===== src/rtl/lcd_char_driver.sv =====
// HD44780-compatible character-LCD driver with a shadow frame buffer.
// Runs the power-on init itself, then refreshes only rows marked dirty over an 8-bit bus.
module lcd_char_driver #(
    parameter int ROWS      = 2,
    parameter int COLS      = 16,
    parameter int AW        = 6,
    parameter int INIT_WAIT = 180000,
    parameter int EN_HIGH   = 6,
    parameter int CMD_WAIT  = 480,
    parameter int CLR_WAIT  = 19680
) (
    input  logic          i_clk,
    input  logic          i_rst_n,
    input  logic          i_wr_en,
    input  logic [AW-1:0] i_wr_addr,
    input  logic [7:0]    i_wr_data,
    input  logic          i_clear,
    output logic          o_init_done,
    output logic          o_busy,
    inout  wire  [7:0]    io_LCD_DATA,
    output logic          o_LCD_EN,
    output logic          o_LCD_RS,
    output logic          o_LCD_RW
);

    localparam int NCHR  = ROWS * COLS;
    localparam int DEPTH = 1 << AW;
    localparam int M1    = (INIT_WAIT > CLR_WAIT) ? INIT_WAIT : CLR_WAIT;
    localparam int M2    = (CMD_WAIT > EN_HIGH) ? CMD_WAIT : EN_HIGH;
    localparam int MAXV  = (M1 > M2) ? M1 : M2;
    localparam int CW    = $clog2(MAXV + 1);

    localparam logic [CW-1:0] INIT_LAST = CW'(INIT_WAIT - 1);
    localparam logic [CW-1:0] EN_LAST   = CW'(EN_HIGH - 1);
    localparam logic [CW-1:0] CMD_LAST  = CW'(CMD_WAIT - 1);
    localparam logic [CW-1:0] CLR_LAST  = CW'(CLR_WAIT - 1);
    localparam logic [1:0]    ROW_MASK  = (ROWS == 2) ? 2'b11 : 2'b01;
    localparam logic [7:0]    FUNC_SET  = (ROWS == 2) ? 8'h38 : 8'h30;

    typedef enum logic [2:0] {
        S_POWER,
        S_INIT,
        S_SCAN,
        S_ADDR,
        S_DATA
    } state_t;

    typedef enum logic [1:0] {
        PH_T0,
        PH_EN,
        PH_WAIT
    } phase_t;

    // Handshake: none on the host side -- a write strobe is accepted every cycle it is high.
    state_t        state_q;
    phase_t        ph_q;
    logic [CW-1:0] cnt_q;
    logic [1:0]    idx_q;
    logic          row_q;
    logic [5:0]    col_q;
    logic          clr_q;
    logic [7:0]    data_q;
    logic          rs_q;
    logic          en_q;
    logic          init_done_q;

    // Sized to the full address space so the write address indexes it directly;
    // entries at or beyond ROWS*COLS are never written or read.
    logic [7:0]    buf_q [DEPTH];
    logic [1:0]    dirty_q;
    logic [1:0]    dirty_d;

    logic          wr_ok;
    logic          wr_row;
    logic          scan_hit;
    logic          scan_row;
    logic          tx_last;
    logic [5:0]    rd_col;
    logic [AW-1:0] rd_addr;
    logic [7:0]    rd_byte;

    function automatic logic [7:0] init_cmd(input logic [1:0] idx);
        case (idx)
            2'd0:    init_cmd = FUNC_SET;
            2'd1:    init_cmd = 8'h0C;
            2'd2:    init_cmd = 8'h01;
            default: init_cmd = 8'h06;
        endcase
    endfunction

    assign wr_ok    = i_wr_en && ({1'b0, i_wr_addr} < (AW + 1)'(NCHR));
    assign wr_row   = ({1'b0, i_wr_addr} >= (AW + 1)'(COLS));
    assign scan_hit = (state_q == S_SCAN) && (|dirty_q);
    assign scan_row = ~dirty_q[0];
    assign tx_last  = (ph_q == PH_WAIT) && (cnt_q == (clr_q ? CLR_LAST : CMD_LAST));
    assign rd_col   = (state_q == S_DATA) ? col_q + 6'd1 : 6'd0;
    assign rd_addr  = (row_q ? AW'(COLS) : {AW{1'b0}}) + AW'(rd_col);
    assign rd_byte  = buf_q[rd_addr];

    // Host set beats scan clear on the same row, so a write during refresh re-queues it.
    always_comb begin
        dirty_d = dirty_q;
        if (scan_hit) begin
            dirty_d[scan_row] = 1'b0;
        end
        if (i_clear) begin
            dirty_d = ROW_MASK;
        end else if (wr_ok) begin
            dirty_d[wr_row] = 1'b1;
        end
    end

    always_ff @(posedge i_clk or negedge i_rst_n) begin
        if (!i_rst_n) begin
            for (int i = 0; i < DEPTH; i++) begin
                buf_q[i] <= 8'h20;
            end
            dirty_q <= ROW_MASK;
        end else begin
            if (i_clear) begin
                for (int i = 0; i < DEPTH; i++) begin
                    buf_q[i] <= 8'h20;
                end
            end else if (wr_ok) begin
                buf_q[i_wr_addr] <= i_wr_data;
            end
            dirty_q <= dirty_d;
        end
    end

    always_ff @(posedge i_clk or negedge i_rst_n) begin
        if (!i_rst_n) begin
            state_q     <= S_POWER;
            ph_q        <= PH_T0;
            cnt_q       <= '0;
            idx_q       <= 2'd0;
            row_q       <= 1'b0;
            col_q       <= 6'd0;
            clr_q       <= 1'b0;
            data_q      <= 8'h00;
            rs_q        <= 1'b0;
            en_q        <= 1'b0;
            init_done_q <= 1'b0;
        end else begin
            case (state_q)
                S_POWER: begin
                    if (cnt_q == INIT_LAST) begin
                        state_q <= S_INIT;
                        idx_q   <= 2'd0;
                        ph_q    <= PH_T0;
                        cnt_q   <= '0;
                        data_q  <= init_cmd(2'd0);
                        rs_q    <= 1'b0;
                        clr_q   <= 1'b0;
                    end else begin
                        cnt_q <= cnt_q + 1'b1;
                    end
                end
                S_SCAN: begin
                    if (|dirty_q) begin
                        state_q <= S_ADDR;
                        row_q   <= scan_row;
                        ph_q    <= PH_T0;
                        cnt_q   <= '0;
                        data_q  <= scan_row ? 8'hC0 : 8'h80;
                        rs_q    <= 1'b0;
                        clr_q   <= 1'b0;
                    end
                end
                default: begin
                    case (ph_q)
                        PH_T0: begin
                            en_q  <= 1'b1;
                            ph_q  <= PH_EN;
                            cnt_q <= '0;
                        end
                        PH_EN: begin
                            if (cnt_q == EN_LAST) begin
                                en_q  <= 1'b0;
                                ph_q  <= PH_WAIT;
                                cnt_q <= '0;
                            end else begin
                                cnt_q <= cnt_q + 1'b1;
                            end
                        end
                        default: begin
                            if (!tx_last) begin
                                cnt_q <= cnt_q + 1'b1;
                            end else begin
                                // Next transaction's T0 starts on this edge: no idle cycle between them.
                                ph_q  <= PH_T0;
                                cnt_q <= '0;
                                clr_q <= 1'b0;
                                case (state_q)
                                    S_INIT: begin
                                        if (idx_q == 2'd3) begin
                                            state_q     <= S_SCAN;
                                            init_done_q <= 1'b1;
                                        end else begin
                                            idx_q  <= idx_q + 2'd1;
                                            data_q <= init_cmd(idx_q + 2'd1);
                                            rs_q   <= 1'b0;
                                            clr_q  <= (init_cmd(idx_q + 2'd1) == 8'h01);
                                        end
                                    end
                                    S_ADDR: begin
                                        state_q <= S_DATA;
                                        col_q   <= 6'd0;
                                        data_q  <= rd_byte;
                                        rs_q    <= 1'b1;
                                    end
                                    default: begin
                                        if (col_q == 6'(COLS - 1)) begin
                                            state_q <= S_SCAN;
                                        end else begin
                                            col_q  <= col_q + 6'd1;
                                            data_q <= rd_byte;
                                        end
                                    end
                                endcase
                            end
                        end
                    endcase
                end
            endcase
        end
    end

    assign io_LCD_DATA = data_q;
    assign o_LCD_EN    = en_q;
    assign o_LCD_RS    = rs_q;
    assign o_LCD_RW    = 1'b0;
    assign o_init_done = init_done_q;
    assign o_busy      = (state_q != S_SCAN) || (|dirty_q);

endmodule


===== config.mk =====
export PLATFORM = sky130hd
export DESIGN_NAME = lcd_char_driver
export DESIGN_NICKNAME = d
export VERILOG_FILES = /design/src/rtl/lcd_char_driver.sv
export SDC_FILE = /design/constraint.sdc
export NUM_CORES = 1
export LEC_CHECK = 0
export ABC_AREA = 0
export BUFFER_PORTS_ARGS = -buffer_cell sky130_fd_sc_hd__clkbuf_2
export CORE_MARGIN = 2
export CORE_UTILIZATION = 52
export DETAILED_ROUTE_END_ITERATION = 16
export PLACE_DENSITY = 0.68
export SLEW_MARGIN = 20
export SYNTH_ARGS = -nofsm -noshare
export SYNTH_HDL_FRONTEND = slang
export SYNTH_SLANG_ARGS = --single-unit

===== constraint.sdc =====
create_clock -name i_clk -period 6.3 [get_ports i_clk]
set_input_delay 0.945 -clock i_clk [delete_from_list [all_inputs] [get_ports i_clk]]
set_output_delay 0.945 -clock i_clk [all_outputs]
set_load 0.02 [all_outputs]

Yosys cells after proc, flatten, opt, wreduce, memory -nomap -nowiden
Index checks and enable logic that the tools add are counted.
Widths: inputs -> output; s select.
{"block": "totals", "wordCells": 229, "mem_bits_ro": 0, "ram_bits": 0, "register_bits": 558, "out_inout_bits": 13, "latch_bits": 0, "inputBits": 18, "n_memories": 0}
{"block": "classes", "div_mod_pow": 0, "n_mux": 73, "magnitude_cmp": 9, "n_eq_ne": 26, "n_addsub": 4, "n_reduce_logical": 31, "shift": 0, "mul": 0, "bitwise": 10}
{"operator": "$mux 512", "n": 2}
{"operator": "$bwmux 512", "n": 1}
{"operator": "$mux 8", "n": 13}
{"operator": "$mux 18", "n": 4}
{"operator": "$pmux 18 s2", "n": 2}
{"operator": "$bmux 8 s6", "n": 1}
{"operator": "$demux 8 s6", "n": 1}
{"operator": "$pmux 8 s2", "n": 2}
{"operator": "$reduce_and 6->1", "n": 4}
{"operator": "$mux 2", "n": 11}
{"operator": "$add 18x1->18 const B", "n": 1}
{"operator": "$eq 18x15->1", "n": 1}
{"operator": "$eq 18x18->1 const B", "n": 1}
{"operator": "$eq 18x3->1 const B", "n": 1}
{"operator": "$mux 3", "n": 6}
{"operator": "$pmux 6 s3", "n": 1}
{"operator": "$mux 15", "n": 1}
{"operator": "$ge 7x7->1 const B", "n": 2}
{"operator": "$not 6->7", "n": 2}
{"operator": "$mux 1", "n": 12}
{"operator": "$mux 6", "n": 2}
{"operator": "$ne 4x3->1 const B", "n": 3}
{"operator": "$pmux 2 s2", "n": 3}
{"operator": "$pmux 3 s2", "n": 2}
{"operator": "42 further kinds", "n": 74}

Depth between registers and ports, before layout
{"block": "depth", "word_depth": 14, "depth_mapped": 12, "mapped_depth_nobuf": 10}

Worst setup path after synthesis
OpenSTA, ideal clock, no wires.
{"block": "synth_path", "kind": "input-to-reg", "startpoint": "input i_wr_addr[3]", "endpoint": "register buf_q[461] (netlist bit)", "setup_slack_ps": 3711, "path_stages": 6, "arrival_time_ps": 2507, "required_ps": 6218, "path_cell_list": "clkbuf_1 or3_1 clkbuf_1 nor2_1 nor2b_1 a211o_1"}
{"block": "synth_via", "elab_chain_len": 8}
{"element": "start, declared", "line": "15", "rtl": "input logic [AW-1:0] i_wr_addr,"}
{"element": "$not 6->7 (implied by the code)", "line": "125", "rtl": "buf_q[i_wr_addr] <= i_wr_data;"}
{"element": "$ge 7x7->1 (implied by the code) / $lt 7x1->1 (equally long branches)", "line": "125"}
{"element": "$logic_and 1x1->1 (implied by the code)", "line": "125"}
{"element": "$mux 8 (implied by the code)", "line": "125"}
{"element": "$demux 8 s6", "line": "125"}
{"element": "$bwmux 512", "line": "125"}
{"element": "$mux 512", "line": "124", "rtl": "end else if (wr_ok) begin"}
{"element": "$mux 512", "line": "120", "rtl": "if (i_clear) begin"}
{"element": "end signal, assigned by index", "line": "125"}
{"element": "end, declared", "line": "69", "rtl": "logic [7:0] buf_q [DEPTH];"}
Parallel ways exist; a longest one is shown, timed or not. The select of a mux whose other input is x is not followed.
A chain may end at the register's enable or synchronous reset.

Worst setup path in the final report
{"block": "layout_path", "startpoint": "register state_q[0]", "endpoint": "output o_busy"}
{"block": "layout_via", "elab_chain_len": 2}
{"element": "start, declared", "line": "55", "rtl": "state_t state_q;"}
{"element": "start signal, assigned", "line": "133", "rtl": "state_q <= S_POWER;"}
{"element": "start signal, assigned", "line": "148", "rtl": "state_q <= S_INIT;"}
{"element": "start signal, assigned", "line": "161", "rtl": "state_q <= S_ADDR;"}
{"element": "$ne 3x2->1", "line": "234", "rtl": "assign o_busy = (state_q != S_SCAN) || (|dirty_q);"}
{"element": "$logic_or 1x1->1", "line": "234"}
{"element": "end, declared", "line": "19", "rtl": "output logic o_busy,"}
Every way passes these cells.

==> results.txt <==
----------------------------------------------------
[Timing]
  Worst slew pin tran ... 1110 ps
  Worst max-slew margin expressed relative to the limit ... 26.1%
  Max-slew violation count ... 0
  Minimum clock period ... 3990 ps
  Hold violation total from the final report ... 0
  Final Skew ... 17.6 ps
  Max Clk Rate ... 0.250 GHz
  Unrepaired setup endpoints after global routing ... false
  Final Cycle Share ... 63.4%
  Final setup violation count ... 0
  Accumulated negative setup slack ... 0 ps

[Global routing]
  Busiest grt layer ... met2
  Number of antenna violations at the first check in global routing ... 1
  GRT met2 Usage ... 42.8%
  Met1 Track Usage GR ... 40.1%
  Pin count of the biggest net entering global routing ... 176
  Vias in the first global route ... 19300
  Total routing usage reported by global routing ... 28.4%
  Total congestion overflow after global routing ... 0
  Met3 Use GR ... 6.90%
  First-pass GRT wire length ... 116 mm

[Placement]
  Number of buffers added on ports ... 21
  HPWL reported at the end of detailed placement ... 44.5 mm
  Instance count after placement with tap cells included ... 3000
  Final GP Congestion ... 0.915
  Placed instance area ... 26700 sq um

[Power]
  Net switching component of the power ... 1.69 mW
  Clock network power share ... 49.8%
  Power density normalized to cell area ... 263 nW/um^2
  Design internal power ... 5.90 mW
  Switching part of the total power ... 22.3%
  Peak ir drop on the vdd network ... 0.255 mV
  Leakage power summed over all cells ... 12.8 nW
  Seq pwr share ... 47.5%
  Combinational group share of total power ... 2.7%

[Critical path]
  Crit-path leading delay family ... simple AND/OR/NAND/NOR gates
  Crit path DAT ... 3050 ps
  Slowest stage cell on the critical path ... dfrtp_1
  Worst Setup Start Kind ... register
  Buffer and inverter count on the worst path ... 2
  Nature of the critical path endpoint ... output port
  Top fanout value on the critical path ... 13
  Peak per-stage delay on the critical path ... 540 ps
  Crit Path Class ... register to output port
  Instance count on the critical path ... 5
  Req. time, crit path ... 5350 ps
  Worst-case reg-to-reg path depth ... 9
  Cells along the critical path ... nor2_1 -> nand2_1 -> nor3_2 -> inv_1 -> clkbuf_2

[Synthesis]
  Warnings, synthesis ... 0
  Mapped Cells ... 2459
  Share of flip-flops with an asynchronous set or reset ... 100%
  Top FF cell, synth ... dfrtp_1
  Nets in the synthesized netlist ... 2486
  Sequential share of the synthesized area ... 53.4%
  Combined area of all synthesized cells ... 26300 sq um
  Avg Inst Size Synth ... 10.7 sq um
  Number of flops mapped to enable cells by yosys ... 0
  Number of synthesized register bits ... 558
  Distinct cell type count of the synthesized netlist ... 84

[Clocking]
  TritonCTS Sinks ... 558
  Post-CTS Resized ... 0
  Hold Buf Count CTS ... 0
  Total CTS buffers ... 60
  Root Driver ... clkbuf_16
  Post-CTS Setup Inserts ... 0
  H-tree lvl count ... 2
  Clock tree from TritonCTS ... built
  Max Root-Sink Buffers ... 3
  Clock-pin slew on the worst setup and hold paths ... 70 ps
  Clock latency at the later pin of the worst-skew pair ... 640 ps

[Routing]
  Pre-antenna DRT Iters ... 6
  Wire length after detailed routing ... 73.7 mm
  Total vias in the final route ... 19200
  Wire length per cell after detailed routing ... 23.7 um
  Remaining DRCs ... 0
  Via-per-instance ratio ... 6.18
  Number of routed nets with antenna violations ... 0
  Drt first-iter violations ... 2073

[Die]
  Top-level I/O count ... 31
  Die outline area ... 52400 sq um
  Initial cell density of the core ... 52.5%
  Core area ... 50100 sq um
  Die width ... 229 um
  Die Y-Extent ... 229 um
  Cell row count ... 82

[Cells and area]
  Layout cells sized above 1 ... 14.1%
  Number of inserted diodes ... 0
  Non-filler cells in the finished layout ... 3113
  Area growth from synthesis to layout ... 9.94%
  Footprint of the multi-input gates ... 11300 sq um
  Share of the core filled with cells ... 57.7%
  Register area ... 14000 sq um
  Number of nets in the finished design ... 2418
  Count of fill cells added during filler insertion ... 4259
  Non-Filler Cell Area, Final ... 28900 sq um

[Run status]
  Status ... complete, no violations

[Job]
  Max-capacitance violation count ... 0

[Min path]
  Class of the tightest hold or removal check ... input port to asynchronous set/reset pin

----------------------------------------------------
-- per-stage QoR --
step                      power, mW  hold slack (ps)  worst slack (ps)
final                          7.59              346              2310
after global routing           7.82              410              2060
after CTS                      7.65              388              2310
after detailed placement       3.87              472              2500
after global placement         3.87              471              2490
after floorplan                3.75              455              3710
-- registers in the layout, summed over array words and instances (netlist names) --
name	count
buf_q	512
clr_q	1
cnt_q	18
col_q	6
dirty_q	2
idx_q	2
io_LCD_DATA	8
o_LCD_EN	1
o_LCD_RS	1
o_init_done	1
ph_q	2
row_q	1
state_q	3
-- area by class of cell --
type | instances | area share (%)
clock buffers | 80 | 5.94
repair buffers | 59 | 1.66
flip-flops and latches | 558 | 48.6
clock inverters | 32 | 1.42
multi-input cells | 1697 | 39.3
well taps | 672 | 2.91
inverters | 15 | 0.195
-- layer usage --
layer,up-vias,routed length [um]
li1,8453,-
met1,9743,31800
met2,861,33000
met3,166,6340
met4,2,2530
met5,-,13
-- synth_stat cells, types with 5 or more instances --
master	instances	area, sq um
dfrtp_1	492	12300
mux2i_1	269	2690
nor2_1	251	942
nor2b_1	250	1560
nand2_1	225	845
clkbuf_1	118	443
nand3_1	75	375
a21oi_1	68	340
o21ai_0	68	340
dfstp_2	66	1730
buf_2	41	205
and3_1	37	231
a211oi_1	35	263
or2_2	33	206
a211o_1	32	280
a31oi_1	31	194
mux4_2	28	631
o22ai_1	28	175
nor3_1	26	130
a221oi_1	20	175
inv_1	14	52.6
nor2_2	14	87.6
buf_4	13	97.6
mux2_2	13	146
o221ai_1	13	114
or3_1	13	81.3
buf_6	12	135
a311oi_1	11	96.3
nand2b_1	11	68.8
ha_1	9	113
o31ai_1	9	67.6
a22oi_1	8	60.1
nand4_1	8	50.1
and2_1	7	43.8
nand3b_1	7	52.6
o21ai_1	7	35.0
xor2_1	7	61.3
o211ai_1	6	45.0
buf_1	5	18.8
-- worst paths after layout --
kind / startpoint / end / slack (ps)
setup / recovery: state_q[0]$_DFFE_PN0P_ / o_busy / 2310
hold / removal: i_rst_n / cnt_q[8]$_DFFE_PN0P_ / 350
setup reg to reg: col_q[0]$_DFFE_PN0P_ / io_LCD_DATA[0]$_DFFE_PN0P_ / 2380
hold reg to reg: o_init_done$_DFFE_PN0P_ / o_init_done$_DFFE_PN0P_ / 490
max in group asynchronous: i_rst_n / buf_q[328]$_DFFE_PN0P_ / 4450
min in group i_clk: io_LCD_DATA[3] / io_LCD_DATA[3]$_DFFE_PN0P_ / 450
-- cell usage in the layout, fill, tap and decap left out, types with 19 or more instances in the layout --
| master | instances |
|---|---|
| and3_1 | 37 |
| nand3_1 | 75 |
| a211o_1 | 32 |
| dfrtp_1 | 491 |
| nor3_1 | 26 |
| a31oi_1 | 31 |
| dfstp_2 | 66 |
| a221oi_1 | 20 |
| o22ai_1 | 28 |
| nand2_1 | 224 |
| nor2b_1 | 250 |
| clkbuf_16 | 61 |
| a21oi_1 | 68 |
| clkbuf_2 | 19 |
| nor2_1 | 250 |
| mux4_2 | 28 |
| buf_4 | 33 |
| o21ai_0 | 68 |
| mux2i_1 | 268 |
| or2_2 | 33 |
| a211oi_1 | 35 |
-- cells by family (layout without fill, tap and decap cells) --
| kind of cell | after synthesis | after routing | synth area share [%] |
|---|---|---|---|
| xor gates and xnor gates | 12 | 12 | 0.457 |
| other | 1 | 1 | 0.0143 |
| muxes | 310 | 310 | 13.2 |
| DFF | 558 | 558 | 53.4 |
| buffers and inverters | 204 | 186 | 3.64 |
| and+or+nand+nor | 988 | 988 | 19.0 |
| AOI/OAI and AO/OA | 377 | 377 | 9.82 |
| adders and majority gates | 9 | 9 | 0.428 |
-- worst register-to-register path: stages, from the launching register on --
cell	delay, ps
dfrtp_4	710
and3_1	460
mux2_2	610
buf_4	340
nor2_2	710
nand3_1	290
o311a_1	210
nand3_1	220
nand4_1	170
o211ai_2	120
-- power by group through the flow --
stage | Clock (mW) | Combinational, mW | Sequential [mW]
floorplan | 0 | 0.0867 | 3.66
global placement | 0 | 0.202 | 3.67
detailed placement | 0 | 0.205 | 3.67
CTS | 3.84 | 0.205 | 3.60
global route | 3.99 | 0.228 | 3.60
finish | 3.78 | 0.205 | 3.61
Note: power is estimated with default switching activity, not from simulation.
